File: config.mk
export PLATFORM = sky130hd
export DESIGN_NAME = score_bcd_packer
export DESIGN_NICKNAME = d
export VERILOG_FILES = /design/src/rtl/bits_please_pkg.sv /design/src/rtl/bcd_add3.sv /design/src/rtl/score_bcd_packer.sv
export SDC_FILE = /design/constraint.sdc
export NUM_CORES = 1
export LEC_CHECK = 0
export CORE_MARGIN = 4
export CORE_UTILIZATION = 40
export CTS_BUF_LIST = sky130_fd_sc_hd__clkbuf_4
export CTS_CLUSTER_DIAMETER = 100
export CTS_CLUSTER_SIZE = 25
export DETAILED_ROUTE_END_ITERATION = 10
export GPL_ROUTABILITY_DRIVEN = 0
export HOLD_SLACK_MARGIN = 0.12
export PLACE_DENSITY = 0.62
export SYNTH_ARGS = -nofsm -noshare
export SYNTH_HDL_FRONTEND = slang
export SYNTH_SLANG_ARGS = --single-unit
File: constraint.sdc
create_clock -name clk -period 1.84 [get_ports clk]
set_clock_uncertainty 0.15 [all_clocks]
set_input_delay 0.552 -clock clk [delete_from_list [all_inputs] [get_ports clk]]
set_output_delay 0.552 -clock clk [all_outputs]
set_load 0.01 [all_outputs]
File: src/rtl/bits_please_pkg.sv
// Shared types and constants for the score display datapath.
// Latency: none (declarations only).
// Backpressure: not applicable.
package bits_please_pkg;

   typedef enum logic [0:0] {
      IDLE  = 1'b0,
      SHIFT = 1'b1
   } score_bcd_state_t;

   // Largest score that fits in four BCD digits; larger scores saturate to it.
   localparam int SCORE_MAX   = 9999;
   localparam int BCD_DIGIT_W = 4;

   // Field offsets inside the 32-bit {user_id, score} display word.
   localparam int USERID_LSB  = 16;
   localparam int SCORE_LSB   = 0;

endpackage

File: src/rtl/bcd_add3.sv
// One shift-add-3 correction cell: adds 3 to a BCD digit that is 5 or more.
// Latency: purely combinational.
// Backpressure: not applicable.
//
// Ports:
//   d_i : digit before correction
//   q_o : digit after correction, ready to be shifted left
module bcd_add3
   import bits_please_pkg::*;
(
   input  logic [BCD_DIGIT_W-1:0] d_i,
   output logic [BCD_DIGIT_W-1:0] q_o
);

   always_comb begin
      q_o = d_i;
      if (d_i >= BCD_DIGIT_W'(5)) begin
         q_o = d_i + BCD_DIGIT_W'(3);
      end
   end

endmodule

File: src/rtl/score_bcd_packer.sv
// Converts a binary score to four BCD digits (one bit per clock) and packs {user_id, bcd} for display.
// Latency: load sampled at edge E0, done pulses in the cycle after edge E0+BIN_W.
// Backpressure: none; load while busy is dropped, so the producer must wait for done or !busy.
//
// Build option: define SCORE_BCD_AUTO_EN to start a conversion whenever bin_in changes
// from the last accepted value, in addition to the external load.
//
// Ports:
//   clk        : core clock
//   rst        : asynchronous active-low reset
//   bin_in     : binary score, sampled on an accepted start
//   user_id    : BCD-encoded user ID, sampled with bin_in
//   load       : start request, level-sampled every edge
//   busy       : conversion in progress
//   done       : one-cycle pulse when packed_out updates
//   overflow   : last accepted score exceeded 9999 (held until next result)
//   packed_out : {user_id, bcd3, bcd2, bcd1, bcd0}, held between conversions
module score_bcd_packer
   import bits_please_pkg::*;
#(
   parameter int BIN_W  = 14,
   parameter int DIGITS = 4
) (
   input  logic             clk,
   input  logic             rst,
   input  logic [BIN_W-1:0] bin_in,
   input  logic [15:0]      user_id,
   input  logic             load,
   output logic             busy,
   output logic             done,
   output logic             overflow,
   output logic [31:0]      packed_out
);

   localparam int SCR_W = DIGITS * BCD_DIGIT_W;
   localparam int CNT_W = $clog2(BIN_W + 1);

   localparam logic [BIN_W-1:0] SAT_VAL   = BIN_W'(SCORE_MAX);
   localparam logic [CNT_W-1:0] LAST_STEP = CNT_W'(BIN_W - 1);

   score_bcd_state_t  state_q, state_d;
   logic [CNT_W-1:0]  cnt_q, cnt_d;
   logic [SCR_W-1:0]  scratch_q, scratch_d;
   logic [SCR_W-1:0]  scr_adj;
   logic [BIN_W-1:0]  operand_q, operand_d;
   logic [15:0]       uid_q, uid_d;
   logic              ovf_q, ovf_d;
   logic [31:0]       packed_q, packed_d;
   logic              overflow_q, overflow_d;
   logic              done_q, done_d;
   logic              start;

   // Add-3 correction applied to every scratch digit before each shift.
   for (genvar g = 0; g < DIGITS; g++) begin : g_add3
      bcd_add3 u_add3 (
         .d_i (scratch_q[g*BCD_DIGIT_W +: BCD_DIGIT_W]),
         .q_o (scr_adj[g*BCD_DIGIT_W +: BCD_DIGIT_W])
      );
   end

`ifdef SCORE_BCD_AUTO_EN
   // Last accepted score; a difference in IDLE acts like a load.
   logic [BIN_W-1:0] last_q, last_d;
   assign start = load | (bin_in != last_q);
`else
   assign start = load;
`endif

   always_comb begin
      state_d    = state_q;
      cnt_d      = cnt_q;
      scratch_d  = scratch_q;
      operand_d  = operand_q;
      uid_d      = uid_q;
      ovf_d      = ovf_q;
      packed_d   = packed_q;
      overflow_d = overflow_q;
      done_d     = 1'b0;
`ifdef SCORE_BCD_AUTO_EN
      last_d     = last_q;
`endif

      case (state_q)
         IDLE: begin
            if (start) begin
               state_d   = SHIFT;
               uid_d     = user_id;
               ovf_d     = (bin_in > SAT_VAL);
               // Saturating up front keeps digit 3 from ever carrying out.
               operand_d = (bin_in > SAT_VAL) ? SAT_VAL : bin_in;
               scratch_d = '0;
               cnt_d     = '0;
`ifdef SCORE_BCD_AUTO_EN
               last_d    = bin_in;
`endif
            end
         end

         SHIFT: begin
            // {scratch, operand} shifted left as one wide register.
            scratch_d = {scr_adj[SCR_W-2:0], operand_q[BIN_W-1]};
            operand_d = {operand_q[BIN_W-2:0], 1'b0};
            cnt_d     = cnt_q + CNT_W'(1);
            if (cnt_q == LAST_STEP) begin
               state_d                         = IDLE;
               packed_d[USERID_LSB +: 16]      = uid_q;
               packed_d[SCORE_LSB +: SCR_W]    = scratch_d;
               overflow_d                      = ovf_q;
               done_d                          = 1'b1;
            end
         end

         default: begin
            state_d = IDLE;
         end
      endcase
   end

   always_ff @(posedge clk or negedge rst) begin
      if (!rst) begin
         state_q    <= IDLE;
         cnt_q      <= '0;
         scratch_q  <= '0;
         operand_q  <= '0;
         uid_q      <= '0;
         ovf_q      <= 1'b0;
         packed_q   <= '0;
         overflow_q <= 1'b0;
         done_q     <= 1'b0;
      end else begin
         state_q    <= state_d;
         cnt_q      <= cnt_d;
         scratch_q  <= scratch_d;
         operand_q  <= operand_d;
         uid_q      <= uid_d;
         ovf_q      <= ovf_d;
         packed_q   <= packed_d;
         overflow_q <= overflow_d;
         done_q     <= done_d;
      end
   end

`ifdef SCORE_BCD_AUTO_EN
   always_ff @(posedge clk or negedge rst) begin
      if (!rst) begin
         last_q <= '0;
      end else begin
         last_q <= last_d;
      end
   end
`endif

   assign busy       = (state_q == SHIFT);
   assign done       = done_q;
   assign overflow   = overflow_q;
   assign packed_out = packed_q;

endmodule

# ---- After elaboration in Yosys (flattened, before gate mapping)
# Index checks and enable logic that the tools add are counted.
dict set report classes {
  add_sub_neg 5
  magnitude_cmp 5
  n_eq_ne 2
  n_mux 16
  bitwise_logic 1
  reduce_logical 2
}
# cell count
set ops {}
lappend ops {{16-bit case mux with 2 select lines} 1}
lappend ops {{14-bit 2-to-1 mux} 2}
lappend ops {{14-bit case mux with 2 select lines} 1}
lappend ops {{4-bit by 3-bit greater-or-equal comparator with 1-bit output, second input constant} 4}
lappend ops {{16-bit 2-to-1 mux} 1}
lappend ops {{4-bit 2-to-1 mux} 4}
lappend ops {{14-bit > comparator, second input constant} 1}
lappend ops {{4-bit by 2-bit adder with 4-bit output, second input constant} 3}
lappend ops {{4-bit case mux with 2 select lines} 1}
lappend ops {{4-bit by 1-bit adder with 4-bit output, second input constant} 1}
lappend ops {{4-bit equality test, second input constant} 1}
lappend ops {{1-bit 2-to-1 mux} 4}
lappend ops {{2-bit AND reduction} 2}
lappend ops {{3-bit by 2-bit adder with 3-bit output, second input constant} 1}
lappend ops {{3-bit 2-to-1 mux} 1}
lappend ops {{2-bit != test, second input constant} 1}
lappend ops {{1-bit case mux with 2 select lines} 1}
lappend ops {{1-bit inverter} 1}
dict set report word_totals {
  ff_bits 86
  in_bits 33
  out_inout_bits 35
  elab_cells 40
}

# ---- Depth between registers and ports, before layout
dict set report depth {
  depth_word 4
  depth_mapped 7
  ltp_nobuf 6
}

# ---- By module
# A second synthesis with hierarchy kept.
dict set report unflattened {
  hier_cells 370
  area_unflattened_um2 3852.4
}
# mod n_inst cells_each area_each_um2 seq_area_each_um2
set by_module_without_submodules {}
lappend by_module_without_submodules {score_bcd_packer 1 306 3447.1 2152.1}
lappend by_module_without_submodules {bcd_add3 4 16 101.3 0.0}

# ---- Worst setup path after synthesis
# Ideal clock, no wire load.
dict set report synth_path {
  path_type {input to register}
  startpoint {input port load}
  endpoint {register uid_q[10]}
  setup_ps 125
  arrival_ps 1412
  t_required_ps 1565
  setup_slack_ps 153
  stages 5
  n_path_buf 3
  cell_sequence {buf_6 > nor2b_1 > buf_6 > buf_6 > mux2_4}
}
dict set report synth_between {
  elab_chain_len 1
}
# item line_no
set synth_lines {}
lappend synth_lines {{start: declaration} score_bcd_packer.sv:28} ;# input logic load,
lappend synth_lines {{2-bit AND reduction (no source line)} -}
lappend synth_lines {{end signal: assignment} score_bcd_packer.sv:135} ;# uid_q <= uid_d;
lappend synth_lines {{end: declaration} score_bcd_packer.sv:46} ;# logic [15:0] uid_q, uid_d;
# No other way between the ends.
# A chain may end at the register's enable or synchronous reset.

# ---- Final worst setup path
dict set report layout_path {
  startpoint {register packed_q[17], in the netlist packed_out[17]}
  endpoint {output port packed_out[17]}
}
# item line_no
set layout_rtl {}
lappend layout_rtl {{start: declaration} score_bcd_packer.sv:48} ;# logic [31:0] packed_q, packed_d;
lappend layout_rtl {{start signal: assignment} score_bcd_packer.sv:137} ;# packed_q <= packed_d;
lappend layout_rtl {{end: declaration} score_bcd_packer.sv:32} ;# output logic [31:0] packed_out
# No word-level cell between the ends.

==> impl_metrics.tcl <==
set metrics [dict create \
    routed_via_density 4.75 \
    place_ws_ns -0.420 \
    root_buffer "clkbuf_4" \
    io_buffer_count 67 \
    combPwrFrac 0.432 \
    synth_nets 407 \
    grt_max_degree 87 \
    clkLatencyLatePin_ns 0.41 \
    slew_viol_final 0 \
    worst_setup_path_start_kind "flip-flop" \
    antenna_found_initial 0 \
    p_leak_uw 0.00253 \
    cts_buffers 9 \
    drcViolationCount 0 \
    drt-total-wl_um 8120 \
    max_freq_mhz 567 \
    layout.nets 510 \
    setup_viol 0 \
    drive_gt1_frac 0.219 \
    hold_ws_ns 0.331 \
    area.growth.synth_to_final_pct 29.9 \
    crit_slowest_cell "dfrtp_1" \
    p_sw_frac 0.362 \
    crit_path_cell_trace "clkdlybuf4s15_1" \
    final_util 0.542 \
    arrival_ns 1.06 \
    pwr-share-clk 0.142 \
    required_ns 1.14 \
    clock_tree.buffer_depth 2 \
    seq_power_share 0.427 \
    finalCriticalPeriod_ns 1.76 \
    fp.dieW_um 107 \
    grt_pass1_vias 2932 \
    crit_buf_inv 1 \
    hp-class "flip-flop to flip-flop" \
    cts_tree "done" \
    path_clk_slew_ns 0.14 \
    boundaryPins 68 \
    syn-mean-instance-area_um2 10.8 \
    maxCapViolCount 0 \
    critPathKind "flip-flop to output pin" \
    grt_overflow_total 0 \
    vias 2852 \
    hold_violations 0 \
    synth-seq-area-share 0.547 \
    core_area_um2 9420 \
    peakVddDrop_uv 524 \
    critical-path-max-stage-delay_ns 0.41 \
    status "completed" \
    ys_ff_latch 86 \
    start_util 0.418 \
    grtUsageTotal 0.150 \
    yosysUniqueCellTypes 27 \
    worstSetupEndpointType "output pin" \
    intPower_uw 4870 \
    syn_area_um2 3930 \
    yosysWarnings 0 \
    avgRoutedWirePerCell_um 13.5 \
    final_antenna_net_count 0 \
    power.density_nw_per_um2 1490 \
    synthCells 364 \
    clock_sinks 86 \
    tightest_slew_ns 0.480 \
    grt_pass1_wl_um 13800 \
    drt_iter0_markers 142 \
    setup_ws_ns 0.0767 \
    fin_crit_sh 0.958 \
    die_h_um 107 \
    critPathMaxFanout 2 \
    cp_top_family "flip-flops" \
    rows 35 \
    dp_hpwl_um 5660 \
    slew-limit-headroom 0.680 \
    firstDrtPassIters 4 \
    diodes 0 \
    cts_max_level 3 \
    p_sw_uw 2760 \
    die_area_um2 11500 \
]
-- synth_stat cells (all sizes together) --
cell type  number  area share
o21ai          30       0.038
nand2b         18       0.029
a22o            1      0.0022
nor2b           5      0.0080
mux2           25       0.080
nand2          83       0.079
nor2            6      0.0057
nor3b          10       0.019
a21oi          15       0.019
dfrtp          86        0.55
nand3           5      0.0064
buf            12       0.020
a311oi          4      0.0089
o31ai           2      0.0038
nand4           1      0.0016
ha             10       0.032
nor4            1      0.0016
xnor2           5       0.011
o311ai          1      0.0067
inv            15       0.014
clkbuf          5      0.0048
a311o           1      0.0025
mux2i          23       0.059
-- final timing paths --
check | startpoint | endpoint | slack, ns | cells after the start
setup / recovery | packed_out[17]$_DFFE_PN0P_ | packed_out[17] | 0.08 | 1
hold / removal | uid_q[0]$_DFFE_PN0P_ | packed_out[16]$_DFFE_PN0P_ | 0.33 | 2
setup reg to reg | scratch_q[1]$_DFFE_PN0P_ | packed_out[2]$_DFFE_PN0P_ | 0.09 | 6
hold reg to reg | uid_q[0]$_DFFE_PN0P_ | packed_out[16]$_DFFE_PN0P_ | 0.33 | 2
max in group asynchronous | rst | cnt_q[0]$_DFFE_PN0P_ | 0.63 | 3
min in group asynchronous | rst | scratch_q[1]$_DFFE_PN0P_ | 0.51 | 3
-- area by class of cell --
type,count,area [um2]
Clock buffer,9,67.6
Clock inverter,6,72.6
Fill cell,877,4310
Inverter,15,56.3
Multi-Input combinational cell,246,1640
Sequential cell,86,2150
Tap cell,129,161
Timing Repair Buffer,109,951
-- timing repair --
item | CTS | global route
pin swaps | 0 | 3
hold endpoints to repair | 86 | 0
resized for setup | 54 | 33
hold buffers | 1 | 0
buffers inserted | 1 | 12
endpoints found under the setup margin | 36 | 39
-- metrics by stage --
stage	instances	power (uW)	cell area, um2	setup TNS (ns)
global route	600	8300	5100	-0.00547
detailed placement	571	6630	4900	-8.80
CTS	588	7580	5040	0
floorplan	364	5230	3930	0
finish	600	7630	5100	0
global placement	571	6450	4900	-7.76
-- per-layer routing --
metal | global-route usage | vias up | share of wire
met5 | 0 | - | 0
met4 | 0.0621 | 0 | 0.018
met3 | 0.0295 | 11 | 0.030
met2 | 0.244 | 42 | 0.49
met1 | 0.194 | 1379 | 0.46
li1 | - | 1420 | -
-- layout by cell type (no fill, tap or decap), drive strengths merged, types with 5 or more instances in the layout --
cell type       n
dfrtp          86
nand2          83
buf            42
clkdlybuf4s50  31
o21ai          30
mux2           25
mux2i          23
clkdlybuf4s15  23
clkbuf         21
nand2b         18
inv            16
a21oi          15
nor3b          10
ha             10
nor2            6
xnor2           5
nand3           5
nor2b           5
-- flip-flops by register name, indices dropped and copies added (netlist names) --
name,count
uid_q,16
packed_out,32
operand_q,14
ovf_q,1
scratch_q,16
overflow,1
done,1
busy,1
cnt_q,4
-- kinds of logic (layout without fill, tap and decap cells) --
family	after synthesis	count (layout)	synth area share
buf+inv	32	139	0.0391
xor+xnor	5	5	0.0111
compound gates	54	54	0.0815
simple gates	129	129	0.150
mux	48	48	0.139
flops	86	86	0.547
fa+ha+maj	10	10	0.0318
-- power groups by stage --
stage                     Clock [uW]  Sequential [uW]  Combinational [uW]
final                           1080             3260                3290
after detailed placement           0             3280                3350
after global placement             0             3250                3200
after floorplan                    0             3300                1930
after CTS                       1120             3240                3220
after global routing            1210             3370                3710
Power figures use the tool's default switching activity.
